**src/rtl/shift_reg_sequencer_pkg.sv**
```systemverilog
// shift_reg_sequencer_pkg: op and FSM state encodings shared by the sequencer and its shift register.
package shift_reg_sequencer_pkg;
    typedef logic [1:0] op_t;
    localparam op_t OP_NOP  = 2'b00;
    localparam op_t OP_SHL  = 2'b01;
    localparam op_t OP_SHR  = 2'b10;
    localparam op_t OP_LOAD = 2'b11;
    localparam logic [1:0] ST_IDLE = 2'd0;
    localparam logic [1:0] ST_EXEC = 2'd1;
    localparam logic [1:0] ST_RESP = 2'd2;
endpackage

```
**src/rtl/univ_shift_reg.sv**
```systemverilog
// univ_shift_reg: N-bit register with hold, shift left/right (serial bit from D) and parallel load.
module univ_shift_reg
    import shift_reg_sequencer_pkg::*;
#(
    parameter int N = 8
) (
    input  logic         clk,
    input  logic         n_reset,
    input  op_t          ctrl,
    input  logic [N-1:0] D,
    output logic [N-1:0] Q
);
    logic [N-1:0] q_q, q_d;

    always_comb begin
        q_d = ctrl == OP_SHL  ? {q_q[N-2:0], D[0]} :
              ctrl == OP_SHR  ? {D[N-1], q_q[N-1:1]} :
              ctrl == OP_LOAD ? D : q_q;
    end

    always_ff @(posedge clk or negedge n_reset) begin
        if (!n_reset) q_q <= '0;
        else          q_q <= q_d;
    end

    assign Q = q_q;
endmodule

```
**src/rtl/shift_reg_sequencer.sv**
```systemverilog
// shift_reg_sequencer: accepts one load/shift/nop command at a time, sequences the
// shift register through it cycle by cycle, then returns the result over a response handshake.
module shift_reg_sequencer
    import shift_reg_sequencer_pkg::*;
#(
    parameter int N  = 8,
    parameter int CW = $clog2(N+1)
) (
    input  logic          clk,
    input  logic          n_reset,
    input  logic          cmd_valid,
    output logic          cmd_ready,
    input  logic [1:0]    cmd_op,
    input  logic [CW-1:0] cmd_amount,
    input  logic          cmd_fill,
    input  logic [N-1:0]  cmd_data,
    output logic          rsp_valid,
    input  logic          rsp_ready,
    output logic [N-1:0]  rsp_data,
    output logic [N-1:0]  q,
    output logic          busy
);
    logic [1:0]    state_q, state_d;
    op_t           op_q, op_d;
    logic [CW-1:0] cnt_q, cnt_d;
    logic          fill_q, fill_d;
    logic [N-1:0]  data_q, data_d;
    logic [CW-1:0] amt_clamped;
    logic          is_shift;
    op_t           ctrl;
    logic [N-1:0]  reg_d;

    assign amt_clamped = cmd_amount > CW'(N) ? CW'(N) : cmd_amount;
    assign is_shift    = cmd_op == OP_SHL || cmd_op == OP_SHR;

    always_comb begin
        state_d = state_q;
        op_d    = op_q;
        cnt_d   = cnt_q;
        fill_d  = fill_q;
        data_d  = data_q;
        if (state_q == ST_IDLE && cmd_valid) begin
            op_d    = cmd_op;
            fill_d  = cmd_fill;
            data_d  = cmd_data;
            cnt_d   = cmd_op == OP_LOAD ? CW'(1) : amt_clamped;
            // Nops and zero-amount shifts skip EXEC so the register is never touched.
            state_d = (cmd_op == OP_LOAD || (is_shift && amt_clamped != '0)) ? ST_EXEC : ST_RESP;
        end else if (state_q == ST_EXEC) begin
            cnt_d   = cnt_q - CW'(1);
            state_d = cnt_q == CW'(1) ? ST_RESP : ST_EXEC;
        end else if (state_q == ST_RESP && rsp_ready) begin
            state_d = ST_IDLE;
        end
    end

    always_ff @(posedge clk or negedge n_reset) begin
        if (!n_reset) begin
            state_q <= ST_IDLE;
            op_q    <= OP_NOP;
            cnt_q   <= '0;
            fill_q  <= 1'b0;
            data_q  <= '0;
        end else begin
            state_q <= state_d;
            op_q    <= op_d;
            cnt_q   <= cnt_d;
            fill_q  <= fill_d;
            data_q  <= data_d;
        end
    end

    assign ctrl  = state_q == ST_EXEC ? op_q : OP_NOP;
    assign reg_d = op_q == OP_LOAD ? data_q : {N{fill_q}};

    univ_shift_reg #(.N(N)) u_reg (
        .clk     (clk),
        .n_reset (n_reset),
        .ctrl    (ctrl),
        .D       (reg_d),
        .Q       (q)
    );

    assign cmd_ready = state_q == ST_IDLE;
    assign busy      = state_q != ST_IDLE;
    assign rsp_valid = state_q == ST_RESP;
    assign rsp_data  = q;
endmodule

```
**config.mk**
```make
export PLATFORM = sky130hd
export DESIGN_NAME = shift_reg_sequencer
export DESIGN_NICKNAME = d
export VERILOG_FILES = /design/src/rtl/shift_reg_sequencer_pkg.sv /design/src/rtl/univ_shift_reg.sv /design/src/rtl/shift_reg_sequencer.sv
export SDC_FILE = /design/constraint.sdc
export NUM_CORES = 1
export LEC_CHECK = 0
export CAP_MARGIN = 0
export CORE_ASPECT_RATIO = 2
export CORE_UTILIZATION = 51
export DETAILED_ROUTE_END_ITERATION = 10
export PLACE_DENSITY_LB_ADDON = 0.12
export SETUP_SLACK_MARGIN = 0.1
export SLEW_MARGIN = 20
export SYNTH_ARGS = -nofsm -noshare
export SYNTH_HDL_FRONTEND = slang
export SYNTH_SLANG_ARGS = --single-unit
```
**constraint.sdc**
```tcl
create_clock -name clk -period 2.5 [get_ports clk]
set_input_delay 0.75 -clock clk [delete_from_list [all_inputs] [get_ports clk]]
set_output_delay 0.75 -clock clk [all_outputs]
set_load 0.05 [all_outputs]
```
### Word-level counts from Yosys, hierarchy flattened

Index checks and enable logic that the tools add are counted.
Widths: inputs -> output; s select.

| cells by class | value |
|---|---|
| $add $sub $neg | 1 |
| $lt $le $gt $ge | 1 |
| equality and inequality tests | 10 |
| muxes and demuxes | 14 |
| reduce and logical (&&, ||, !) cells | 11 |

Operator list:

| kind | count |
|---|---|
| $mux 8 | 4 |
| $mux 4 | 4 |
| $eq 2x2->1 const B | 6 |
| $mux 2 | 6 |
| $eq 2x1->1 const B | 3 |
| $reduce_bool 3->1 | 2 |
| $eq 4x1->1 const B | 1 |
| $gt 4x4->1 const B | 1 |
| $reduce_bool 2->1 | 2 |
| $reduce_bool 4->1 | 1 |
| $sub 4x1->4 const B | 1 |
| $logic_and 1x1->1 | 3 |
| $logic_not 2->1 | 1 |
| $logic_or 1x1->1 | 2 |

| storage, ports and cells | value |
|---|---|
| bits in registers | 25 |
| input bits | 19 |

### Longest topological paths before layout

Gate-level depths: netlist (run 1).

| logic depth | value |
|---|---|
| depth in word-level cells | 7 |
| mapped depth | 6 |

### Modules after synthesis

From an unflattened synthesis (run 1), not the netlist that was laid out.

| unflattened totals | value |
|---|---|
| cells, all modules | 136 |
| area, all modules | 1411.4 um^2 |

Modules (own cells, without submodules):

| module | instances | cells an instance | area an instance (um^2) | sequential area each (um^2) |
|---|---|---|---|---|
| shift_reg_sequencer | 1 | 114 | 1016.0 | 425.4 |
| univ_shift_reg | 1 | 22 | 395.4 | 200.2 |

### Worst setup path before layout (run 1)

OpenSTA, ideal clock, no wires.

| timing path | value |
|---|---|
| path type | register -> output |
| start point | reg state_q[0] |
| end point | out cmd_ready |
| data arrival time | 1.248 ns |
| required time | 1.750 ns |
| path slack | 0.502 ns |
| stages on the path, launching flop included | 4 |
| path buffers | 1 |
| path through | dfrtp_1 > buf_6 > or2_2 > inv_1 |

| between the ends | value |
|---|---|
| longest elaborated chain between the ends | 1 |

Ends and longest elaborated chain:

| what | line | RTL |
|---|---|---|
| from (decl) | shift_reg_sequencer.sv:23 | `logic [1:0] state_q, state_d;` |
| from (signal assigned) | shift_reg_sequencer.sv:65 | `state_q <= state_d;` |
| $logic_not 2->1 | shift_reg_sequencer.sv:84 | `assign cmd_ready = state_q == ST_IDLE;` |
| to (decl) | shift_reg_sequencer.sv:12 | `output logic cmd_ready,` |

Every way passes these cells.

### Final worst setup path (run 1)

| timing path | value |
|---|---|
| start point | reg u_reg.q_q[1], in the netlist u_reg.Q[1] |
| end point | out q[1] |

RTL lines:

| what | line | RTL |
|---|---|---|
| from (decl) | univ_shift_reg.sv:13 | `logic [N-1:0] q_q, q_d;` |
| from (signal assigned) | univ_shift_reg.sv:23 | `else q_q <= q_d;` |
| to (decl) | shift_reg_sequencer.sv:20 | `output logic [N-1:0] q,` |

No word-level cell between the ends.

==> impl_summary.log, run 1 <==
INFO  metric vias = 1138
INFO  metric synth_cells = 139
INFO  metric drt-pass1-iter-count = 4
INFO  metric detail_route.wirelength = 2910 um
INFO  metric slew_headroom = 0.444
INFO  metric starting_utilization_of_the_core_area = 0.550
INFO  metric ff2ff_path_depth = 4
INFO  metric holdCritPathClass = reg2reg
INFO  metric totalNegativeSetupSlack = 0 ns
INFO  metric synth.yosys.warnings = 0
INFO  metric core_area = 2600 um^2
INFO  metric viasPerCell = 5.81
INFO  metric ys_ff_latch = 25
INFO  metric run_status = completed
INFO  metric place.gp.congestion = 0.697
INFO  metric arrival = 1.56 ns
INFO  metric drv_cap = 0
INFO  metric top_ports = 38
INFO  metric timing.reg2reg.setup_slack = 0.88 ns
INFO  metric buffer_ports.inserted = 37
INFO  metric cts_tree = built
INFO  metric post-route-drc-count = 0
INFO  metric grt_setup_unrepaired = no
INFO  metric maximum_number_of_pins_on_one_net_before_global_route_repair = 31
INFO  metric worst-path-max-fanout = 6
INFO  metric clock-sinks = 25
INFO  metric layout-area-overhead-vs-synth = 26.6%
INFO  metric hold_vio_cnt_final = 0
INFO  metric grt_pass1_vias = 1154
INFO  metric die_w = 39.4 um
INFO  metric timing.critical_path.to_type = primary output
INFO  metric floorplan.rows = 26
INFO  metric synth_cell_types = 35
INFO  metric clkLatencyLatePin = 0.26 ns
INFO  metric syn_avg_cell_area = 10.3 um^2
INFO  metric post_route_cells_drive_above_1_share = 0.196
INFO  metric globalRouteTotalUtil = 0.210
INFO  metric fillerInstances = 216
INFO  metric synth_fp_nets = 161
INFO  metric finalPower = 735 uW
INFO  metric wl_per_cell = 14.8 um
INFO  metric global_route_wire_length_before_repair = 4770 um
INFO  metric max-clock-path-buffers = 2
INFO  metric critPathKind = reg2out
INFO  metric clock-skew-final = 0.00529 ns
INFO  metric crit_chain = clkdlybuf4s50_1
INFO  metric tightestPinTransition = 0.834 ns
INFO  metric cpMaxStageDelayCell = sky130_fd_sc_hd__clkdlybuf4s50_1
INFO  metric setup-violations-final = 0
INFO  metric peakVddDrop = 331 uV
INFO  metric crit_path_max_incr_delay = 0.84 ns
INFO  metric static-leakage-power = 0.747 nW
INFO  metric synth.cell_area = 1430 um^2
INFO  metric beginning_of_the_worst_register_to_register_path = state_q[1]
INFO  metric report.final.slew_viol_count = 0
INFO  metric pwr_density_cell = 406 nW/um^2
INFO  metric hold_path_end = data_q[1]
INFO  metric cts-buffers-inserted = 3
INFO  metric dieArea = 3030 um^2
INFO  metric antenna_found_initial = 0
INFO  metric clkTransAtPathRegs = 0.08 ns
INFO  metric yosysSeqAreaShare = 0.437
INFO  metric final_cell_mix = sky130_fd_sc_hd__clkdlybuf4s50_1 (34), sky130_fd_sc_hd__dfrtp_1 (25), sky130_fd_sc_hd__inv_1 (13)
INFO  metric clockRootBuffer = sky130_fd_sc_hd__clkbuf_8
INFO  metric critical-path-top-delay-family = buffers and inverters
INFO  metric timing.final.crit_share = 0.924
INFO  metric die_y = 76.9 um
INFO  metric critPathRequiredTime = 1.75 ns
INFO  metric cts-htree-levels = 1
INFO  metric critical_path_buf_inv_count = 1
INFO  metric finish.net_count = 191
INFO  metric min_period = 2.31 ns
INFO  metric timing.fmax = 433 MHz
INFO  metric crit-reg2reg-capture = cnt_q[1]
INFO  metric final_antenna_net_count = 0
INFO  metric kind_of_start_point_of_the_critical_path = register
INFO  metric drtIter0Drc = 33
INFO  metric worst_hold_startpoint = data_q[1]
INFO  metric min_delay_path_depth = 1
INFO  metric mostFrequentLayoutCell = sky130_fd_sc_hd__clkdlybuf4s50_1
INFO  metric insertedDiodeCount = 0
INFO  metric grt_overflow = 0
INFO  metric timing.hold.ws = 0.512 ns
-- worst max-delay path by stage --
| stage | slack, ns | cells past startpoint | to | startpoint |
|---|---|---|---|---|
| floorplan | 0.50 | 3 | cmd_ready | state_q[0] |
| global placement | 0.13 | 4 | state_q[1] | cmd_amount[0] |
| detailed placement | 0.08 | 4 | state_q[1] | cmd_amount[0] |
| CTS | 0.10 | 2 | busy | state_q[1] |
| global route | 0.15 | 1 | q[1] | u_reg.Q[1] |
| finish | 0.19 | 1 | q[1] | u_reg.Q[1] |
-- sequential cells by signal, indices dropped and copies added (netlist names) --
name and cells:
data_q 8, cnt_q 4, state_q 2, fill_q 1, u_reg.Q 8, op_q 2
-- synth_stat cells (all sizes together) --
master | n | area share
a2111o | 1 | 0.0079
a21oi | 3 | 0.010
a22oi | 1 | 0.0053
a31oi | 8 | 0.035
and2b | 1 | 0.0053
buf | 11 | 0.061
clkbuf | 7 | 0.018
dfrtp | 25 | 0.44
ha | 3 | 0.026
inv | 13 | 0.034
mux2 | 11 | 0.087
mux2i | 2 | 0.014
nand2 | 6 | 0.016
nand2b | 1 | 0.0044
nand3 | 2 | 0.0070
nand3b | 1 | 0.0053
nor2 | 10 | 0.026
nor2b | 2 | 0.0087
o2111ai | 5 | 0.031
o211ai | 4 | 0.028
o21ai | 3 | 0.010
o221a | 7 | 0.055
o22ai | 1 | 0.0044
o311ai | 1 | 0.0061
o31ai | 1 | 0.0053
o41ai | 1 | 0.0061
or2 | 1 | 0.0044
or3 | 2 | 0.0087
or3b | 1 | 0.0061
or4 | 1 | 0.0053
or4b | 2 | 0.014
xnor2 | 1 | 0.0061
-- report_power, final --
group | internal [mW] | total (mW) | switching, mW
logic | 0.0431 | 0.0692 | 0.0261
clock network | 0.111 | 0.236 | 0.125
registers | 0.414 | 0.430 | 0.0158
total | 0.568 | 0.735 | 0.167
-- final cells by class --
type / count / area, um^2 / area share
Multi-Input combinational cell: 83 / 642 / 0.355
Tap cell: 28 / 35.0 / 0.0194
Timing Repair Buffer: 43 / 413 / 0.228
Clock inverter: 1 / 5.00 / 0.00276
Clock buffer: 3 / 41.3 / 0.0228
Sequential cell: 25 / 626 / 0.346
Inverter: 13 / 48.8 / 0.0270
-- metal layers --
layer | share of wire | track usage | up-vias
li1 | - | - | 557
met1 | 0.38 | 0.231 | 553
met2 | 0.59 | 0.397 | 26
met3 | 0.023 | 0.0173 | 2
met4 | 0.0072 | 0.0414 | 0
met5 | 0 | 0 | -
-- metrics by stage --
| step | setup slack, ns | cell area, um^2 | std cells | util |
|---|---|---|---|---|
| finish | 0.190 | 1810 | 196 | 0.696 |
| floorplan | 0.502 | 1430 | 139 | - |
| global route | 0.147 | 1810 | 196 | 0.696 |
| detailed placement | 0.0787 | 1760 | 192 | 0.677 |
| CTS | 0.101 | 1810 | 196 | 0.695 |
| global placement | 0.130 | 1760 | 192 | 0.677 |
-- kinds of logic after synthesis --
group,count (synthesis),share of synthesized area
simple gates,30,0.111
compound gates,36,0.205
fa+ha+maj,3,0.0262
mux,13,0.101
flops,25,0.437
xor+xnor,1,0.00613
buf+inv,31,0.114
-- repair_timing --
action | CTS | global route
buffers inserted | 0 | 0
endpoints found under the setup margin | 0 | 1
gates resized for setup | 0 | 1
hold buffers | 0 | 0
(Power assumes the default switching activity.)
==> run 2, diff against run 1 <==
==> constraint.sdc (replaced) <==
create_clock -name clk -period 2.5 [get_ports clk]
set_input_delay 0.75 -clock clk [delete_from_list [all_inputs] [get_ports clk]]
set_output_delay 0.75 -clock clk [all_outputs]
set_load 0.02 [all_outputs]
==> run 2 against run 1 <==
Net effect:
- first-iteration DRC count unchanged
- via count up 1.6%
- total power up 0.65%
- maximum frequency up 1.6%
- final cell count unchanged
- final area up 0.28%
- largest power group unchanged
- highest routed layer unchanged
==> impl_summary.log, run 2 (synthesized netlist as in run 1, its figures left out) <==
INFO  metric run_status = completed
INFO  metric top_ports = 38
INFO  metric crit_path_max_incr_delay = 0.60 ns
INFO  metric layout-area-overhead-vs-synth = 26.9%
INFO  metric tightestPinTransition = 0.848 ns
INFO  metric worst_hold_startpoint = data_q[5]
INFO  metric die_y = 76.9 um
INFO  metric hold_path_end = data_q[5]
INFO  metric peakVddDrop = 446 uV
INFO  metric ff2ff_path_depth = 4
INFO  metric max-clock-path-buffers = 2
INFO  metric starting_utilization_of_the_core_area = 0.550
INFO  metric timing.fmax = 440 MHz
INFO  metric critPathRequiredTime = 1.75 ns
INFO  metric clkLatencyLatePin = 0.27 ns
INFO  metric dieArea = 3030 um^2
INFO  metric kind_of_start_point_of_the_critical_path = register
INFO  metric report.final.slew_viol_count = 0
INFO  metric timing.final.crit_share = 0.909
INFO  metric vias = 1156
INFO  metric finish.net_count = 191
INFO  metric clockRootBuffer = sky130_fd_sc_hd__clkbuf_8
INFO  metric arrival = 1.52 ns
INFO  metric hold_vio_cnt_final = 0
INFO  metric cts-buffers-inserted = 3
INFO  metric die_w = 39.4 um
INFO  metric grt_overflow = 0
INFO  metric detail_route.wirelength = 2890 um
INFO  metric grt_setup_unrepaired = no
INFO  metric finish.cell_count_without_fillers = 196
INFO  metric final_antenna_net_count = 0
INFO  metric timing.reg2reg.setup_slack = 0.87 ns
INFO  metric cpMaxStageDelayCell = sky130_fd_sc_hd__clkdlybuf4s50_1
INFO  metric dpl_wire_length = 2250 um
INFO  metric totalNegativeSetupSlack = 0 ns
INFO  metric grt_pass1_vias = 1158
INFO  metric setup-violations-final = 0
INFO  metric crit-reg2reg-capture = cnt_q[1]
INFO  metric post-route-cell-area = 1820 um^2
INFO  metric min_delay_path_depth = 1
INFO  metric pwr_density_cell = 408 nW/um^2
INFO  metric globalRouteTotalUtil = 0.224
INFO  metric wl_per_cell = 14.7 um
INFO  metric crit_chain = buf_4 -> and2b_1 -> clkdlybuf4s50_1
INFO  metric cts_tree = built
INFO  metric critPathKind = reg2out
INFO  metric static-leakage-power = 0.763 nW
INFO  metric insertedDiodeCount = 0
INFO  metric viasPerCell = 5.90
INFO  metric buffer_ports.inserted = 37
INFO  metric cts-htree-levels = 1
INFO  metric drv_cap = 0
INFO  metric placed_cells_incl_taps = 192
INFO  metric drtIter0Drc = 33
INFO  metric timing.critical_path.to_type = primary output
INFO  metric min_period = 2.27 ns
INFO  metric finalPower = 740 uW
INFO  metric beginning_of_the_worst_register_to_register_path = state_q[1]
INFO  metric dpl-instance-area = 1770 um^2
INFO  metric clock-skew-final = 0.00756 ns
INFO  metric post-route-drc-count = 0
INFO  metric core_area = 2600 um^2
INFO  metric clock-sinks = 25
INFO  metric clkTransAtPathRegs = 0.09 ns
INFO  metric maximum_number_of_pins_on_one_net_before_global_route_repair = 31
INFO  metric holdCritPathClass = reg2reg
INFO  metric floorplan.rows = 26
INFO  metric place.gp.congestion = 0.720
INFO  metric slew_headroom = 0.434
INFO  metric drt-pass1-iter-count = 4
INFO  metric antenna_found_initial = 0
INFO  metric global_route_wire_length_before_repair = 4970 um
INFO  metric post_route_cells_drive_above_1_share = 0.185
INFO  metric final_cell_mix = sky130_fd_sc_hd__clkdlybuf4s50_1 (36), sky130_fd_sc_hd__dfrtp_1 (25), sky130_fd_sc_hd__inv_1 (13)
INFO  metric mostFrequentLayoutCell = sky130_fd_sc_hd__clkdlybuf4s50_1
INFO  metric timing.hold.ws = 0.512 ns
INFO  metric worst-path-max-fanout = 8
[run 2: how the worst max path moves through the flow]
stage,start,endpoint,depth (start not counted)
6_report,state_q[1],rsp_valid,3
3_5_place_dp,cmd_amount[0],state_q[1],4
2_1_floorplan,cmd_amount[0],state_q[1],3
4_1_cts,state_q[1],cmd_ready,3
5_1_grt,state_q[1],rsp_valid,3
3_3_place_gp,cmd_amount[0],state_q[1],4
[run 2: layer usage]
metal / vias up / GRT usage / part of all wire
met3: 4 / 0.0173 / 0.022
met2: 22 / 0.403 / 0.59
met1: 578 / 0.248 / 0.37
met4: 0 / 0.0828 / 0.015
met5: - / 0 / 0
li1: 552 / - / -
[run 2: area by class of cell]
cell class / instances / area (um^2)
fillers: 218 / 787
clock inverters: 1 / 5.00
inverters: 13 / 48.8
repair buffers: 43 / 418
well taps: 28 / 35.0
multi-input cells: 83 / 642
clock buffers: 3 / 41.3
flip-flops and latches: 25 / 626
[run 2: per-stage QoR]
step	utilization	setup WS (ns)
2_1_floorplan	-	0.606
3_3_place_gp	0.679	0.136
3_5_place_dp	0.679	0.111
4_1_cts	0.697	0.143
5_1_grt	0.698	0.162
6_report	0.698	0.227
[run 2: repair_timing]
| item | 4_1_cts | 5_1_grt |
|---|---|---|
| setup endpoints to repair | 0 | 1 |
| hold buffers | 0 | 0 |
| resized for setup | 0 | 1 |
| buffers inserted | 0 | 0 |
[run 2: report_power, final]
group | internal [mW] | switching [mW] | leakage (nW)
registers | 0.414 | 0.0156 | 0.308
clock network | 0.112 | 0.130 | 0.0255
logic | 0.0430 | 0.0262 | 0.429
[run 2: worst max-delay path, delay by kind of cell, from the launching register on]
| family | cells | cell delay, ns |
|---|---|---|
| flip-flops | 1 | 0.35 |
| buffers and inverters | 2 | 0.74 |
| AND/OR/NAND/NOR | 1 | 0.16 |
==> run 3, diff against run 2 <==
CORE_UTILIZATION = 54   (was 51)
CTS_BUF_LIST = sky130_fd_sc_hd__clkbuf_8   (was unset)
GPL_TIMING_DRIVEN = 0   (was unset)
==> run 3 against run 2 <==
Net effect:
- sequential cell count is the same
- final cell count increased by 6.1%
- largest cell class unchanged
- critical path type unchanged
- critical path depth decreased by 1
- largest power group unchanged
- highest routed layer unchanged
- clock-buffer cell count unchanged
- worst hold slack worse by 0.045 ns
- register-to-register slack lost 0.05 ns
- first-iteration DRC count is 55% lower
- non-clock buffer count grew 12
==> impl_summary.log, run 3 (synthesized netlist as in run 1, its figures left out) <==
INFO  metric run_status = completed
INFO  metric crit-reg2reg-capture = cnt_q[1]
INFO  metric cts_tree = built
INFO  metric clkLatencyLatePin = 0.27 ns
INFO  metric ff2ff_path_depth = 4
INFO  metric mostFrequentLayoutCell = sky130_fd_sc_hd__clkdlybuf4s50_1
INFO  metric setup-violations-final = 0
INFO  metric core_area = 2540 um^2
INFO  metric post-route-worst-setup-slack = 0.155 ns
INFO  metric starting_utilization_of_the_core_area = 0.564
INFO  metric slew_headroom = 0.621
INFO  metric grt_use_met3 = 0.0265
INFO  metric critical_path_buf_inv_count = 1
INFO  metric drtIter0Drc = 15
INFO  metric timing.fmax = 426 MHz
INFO  metric kind_of_start_point_of_the_critical_path = register
INFO  metric timing.final.crit_share = 0.938
INFO  metric report.final.slew_viol_count = 0
INFO  metric worst-path-max-fanout = 9
INFO  metric timing.critical_path.to_type = primary output
INFO  metric cts-htree-levels = 1
INFO  metric clockRootBuffer = sky130_fd_sc_hd__clkbuf_8
INFO  metric crit_path_max_incr_delay = 0.54 ns
INFO  metric globalRouteTotalUtil = 0.251
INFO  metric cpMaxStageDelayCell = sky130_fd_sc_hd__clkdlybuf4s50_1
INFO  metric clock-skew-final = 0.00555 ns
INFO  metric grt_busiest_layer = met2
INFO  metric pwr_density_cell = 395 nW/um^2
INFO  metric vias = 1193
INFO  metric critical_path_depth = 2
INFO  metric post_route_cells_drive_above_1_share = 0.206
INFO  metric max-clock-path-buffers = 2
INFO  metric final_antenna_net_count = 0
INFO  metric post-route-drc-count = 0
INFO  metric buffer_ports.inserted = 37
INFO  metric detail_route.wirelength = 3140 um
INFO  metric hold_vio_cnt_final = 0
INFO  metric arrival = 1.60 ns
INFO  metric timing.reg2reg.setup_slack = 0.82 ns
INFO  metric floorplan.rows = 26
INFO  metric finish.net_count = 203
INFO  metric clkTransAtPathRegs = 0.09 ns
INFO  metric viasPerCell = 5.74
INFO  metric dp_worst_setup_slack = 0.0453 ns
INFO  metric antenna_found_initial = 0
INFO  metric drv_cap = 0
INFO  metric beginning_of_the_worst_register_to_register_path = state_q[1]
INFO  metric global_route.usage.met1 = 0.254
INFO  metric grt_overflow = 0
INFO  metric critical-path-top-delay-family = buffers and inverters
INFO  metric groute.layer.met2.usage = 0.478
INFO  metric cts_hold_buffers = 0
INFO  metric grt_pass1_vias = 1239
INFO  metric static-leakage-power = 0.807 nW
INFO  metric post-route-cell-area = 1880 um^2
INFO  metric min_period = 2.35 ns
INFO  metric total_setup_buffers_inserted_after_cts = 0
INFO  metric layout-area-overhead-vs-synth = 31.3%
INFO  metric final_cell_mix = sky130_fd_sc_hd__clkdlybuf4s50_1 (34), sky130_fd_sc_hd__dfrtp_1 (25), sky130_fd_sc_hd__inv_1 (13)
INFO  metric dpl-instance-area = 1840 um^2
INFO  metric die_w = 38.4 um
INFO  metric cts-buffers-inserted = 3
INFO  metric maximum_number_of_pins_on_one_net_before_global_route_repair = 26
INFO  metric critPathKind = reg2out
INFO  metric dieArea = 2870 um^2
INFO  metric holdCritPathClass = in2async
INFO  metric insertedDiodeCount = 0
INFO  metric place.gp.congestion = 0.755
INFO  metric crit_chain = or2_2 -> clkdlybuf4s50_1
INFO  metric clock-sinks = 25
INFO  metric totalNegativeSetupSlack = 0 ns
INFO  metric global_route_wire_length_before_repair = 5220 um
INFO  metric top_ports = 38
INFO  metric timing.hold.ws = 0.467 ns
INFO  metric tightestPinTransition = 0.568 ns
INFO  metric wl_per_cell = 15.1 um
INFO  metric die_y = 74.8 um
INFO  metric critPathRequiredTime = 1.75 ns
INFO  metric drt-pass1-iter-count = 4
INFO  metric peakVddDrop = 345 uV
INFO  metric dpl_wire_length = 2430 um
INFO  metric grt_setup_unrepaired = no
## run 3: cell count changes in the layout (fill, tap and decap cells not counted)
cell / previous run / this run
sky130_fd_sc_hd__buf_4: 6 / 8
sky130_fd_sc_hd__buf_6: 0 / 2
sky130_fd_sc_hd__dlygate4sd2_1: 0 / 1
sky130_fd_sc_hd__buf_2: 0 / 2
sky130_fd_sc_hd__clkbuf_1: 0 / 7
sky130_fd_sc_hd__clkdlybuf4s50_1: 36 / 34
## run 3: per-stage QoR
| stage | total power, mW | instances | utilization |
|---|---|---|---|
| CTS | 0.748 | 208 | 0.741 |
| global route | 0.776 | 208 | 0.740 |
| finish | 0.742 | 208 | 0.740 |
| global placement | 0.507 | 204 | 0.723 |
| detailed placement | 0.510 | 204 | 0.723 |
| floorplan | 0.462 | 139 | - |
## run 3: worst reg2reg max path: cells and delay by family, from the launching register on
family	cells	cell delay (ns)
AOI/OAI and AO/OA	1	0.08
and+or+nand+nor	2	0.92
buffers and inverters	1	0.16
DFF	1	0.46
## run 3: worst max path at each step
stage	start	end	slack (ns)
2_1_floorplan	cmd_amount[0]	state_q[1]	0.61
3_3_place_gp	cmd_valid	cnt_q[1]	0.04
3_5_place_dp	cmd_valid	cnt_q[2]	0.05
4_1_cts	state_q[0]	busy	0.14
5_1_grt	state_q[1]	busy	0.10
6_report	state_q[1]	busy	0.15
## run 3: layout make-up
cell class,count,area (um^2)
multi-input combinational,83,642
tap,28,35.0
inverter,13,48.8
clock buffer,3,41.3
sequential,25,626
clock inverter,1,5.00
fill,204,659
buffer,18,114
timing repair buffer,37,367
## run 3: power by group
part	switching (mW)	leakage, nW	internal (mW)
sequential	0.00672	0.308	0.414
combinational	0.0375	0.473	0.0426
clock	0.130	0.0255	0.111
## run 3: per-layer routing
| layer | vias up | wire [um] |
|---|---|---|
| met5 | - | 0 |
| met4 | 0 | 73 |
| met3 | 7 | 91 |
| met2 | 30 | 1810 |
| met1 | 578 | 1160 |
| li1 | 578 | - |
## run 3: what timing repair did
item	CTS	global route
gates cloned	0	0
hold endpoints to repair	0	0
endpoints found under the setup margin	1	1
resized for setup	1	1
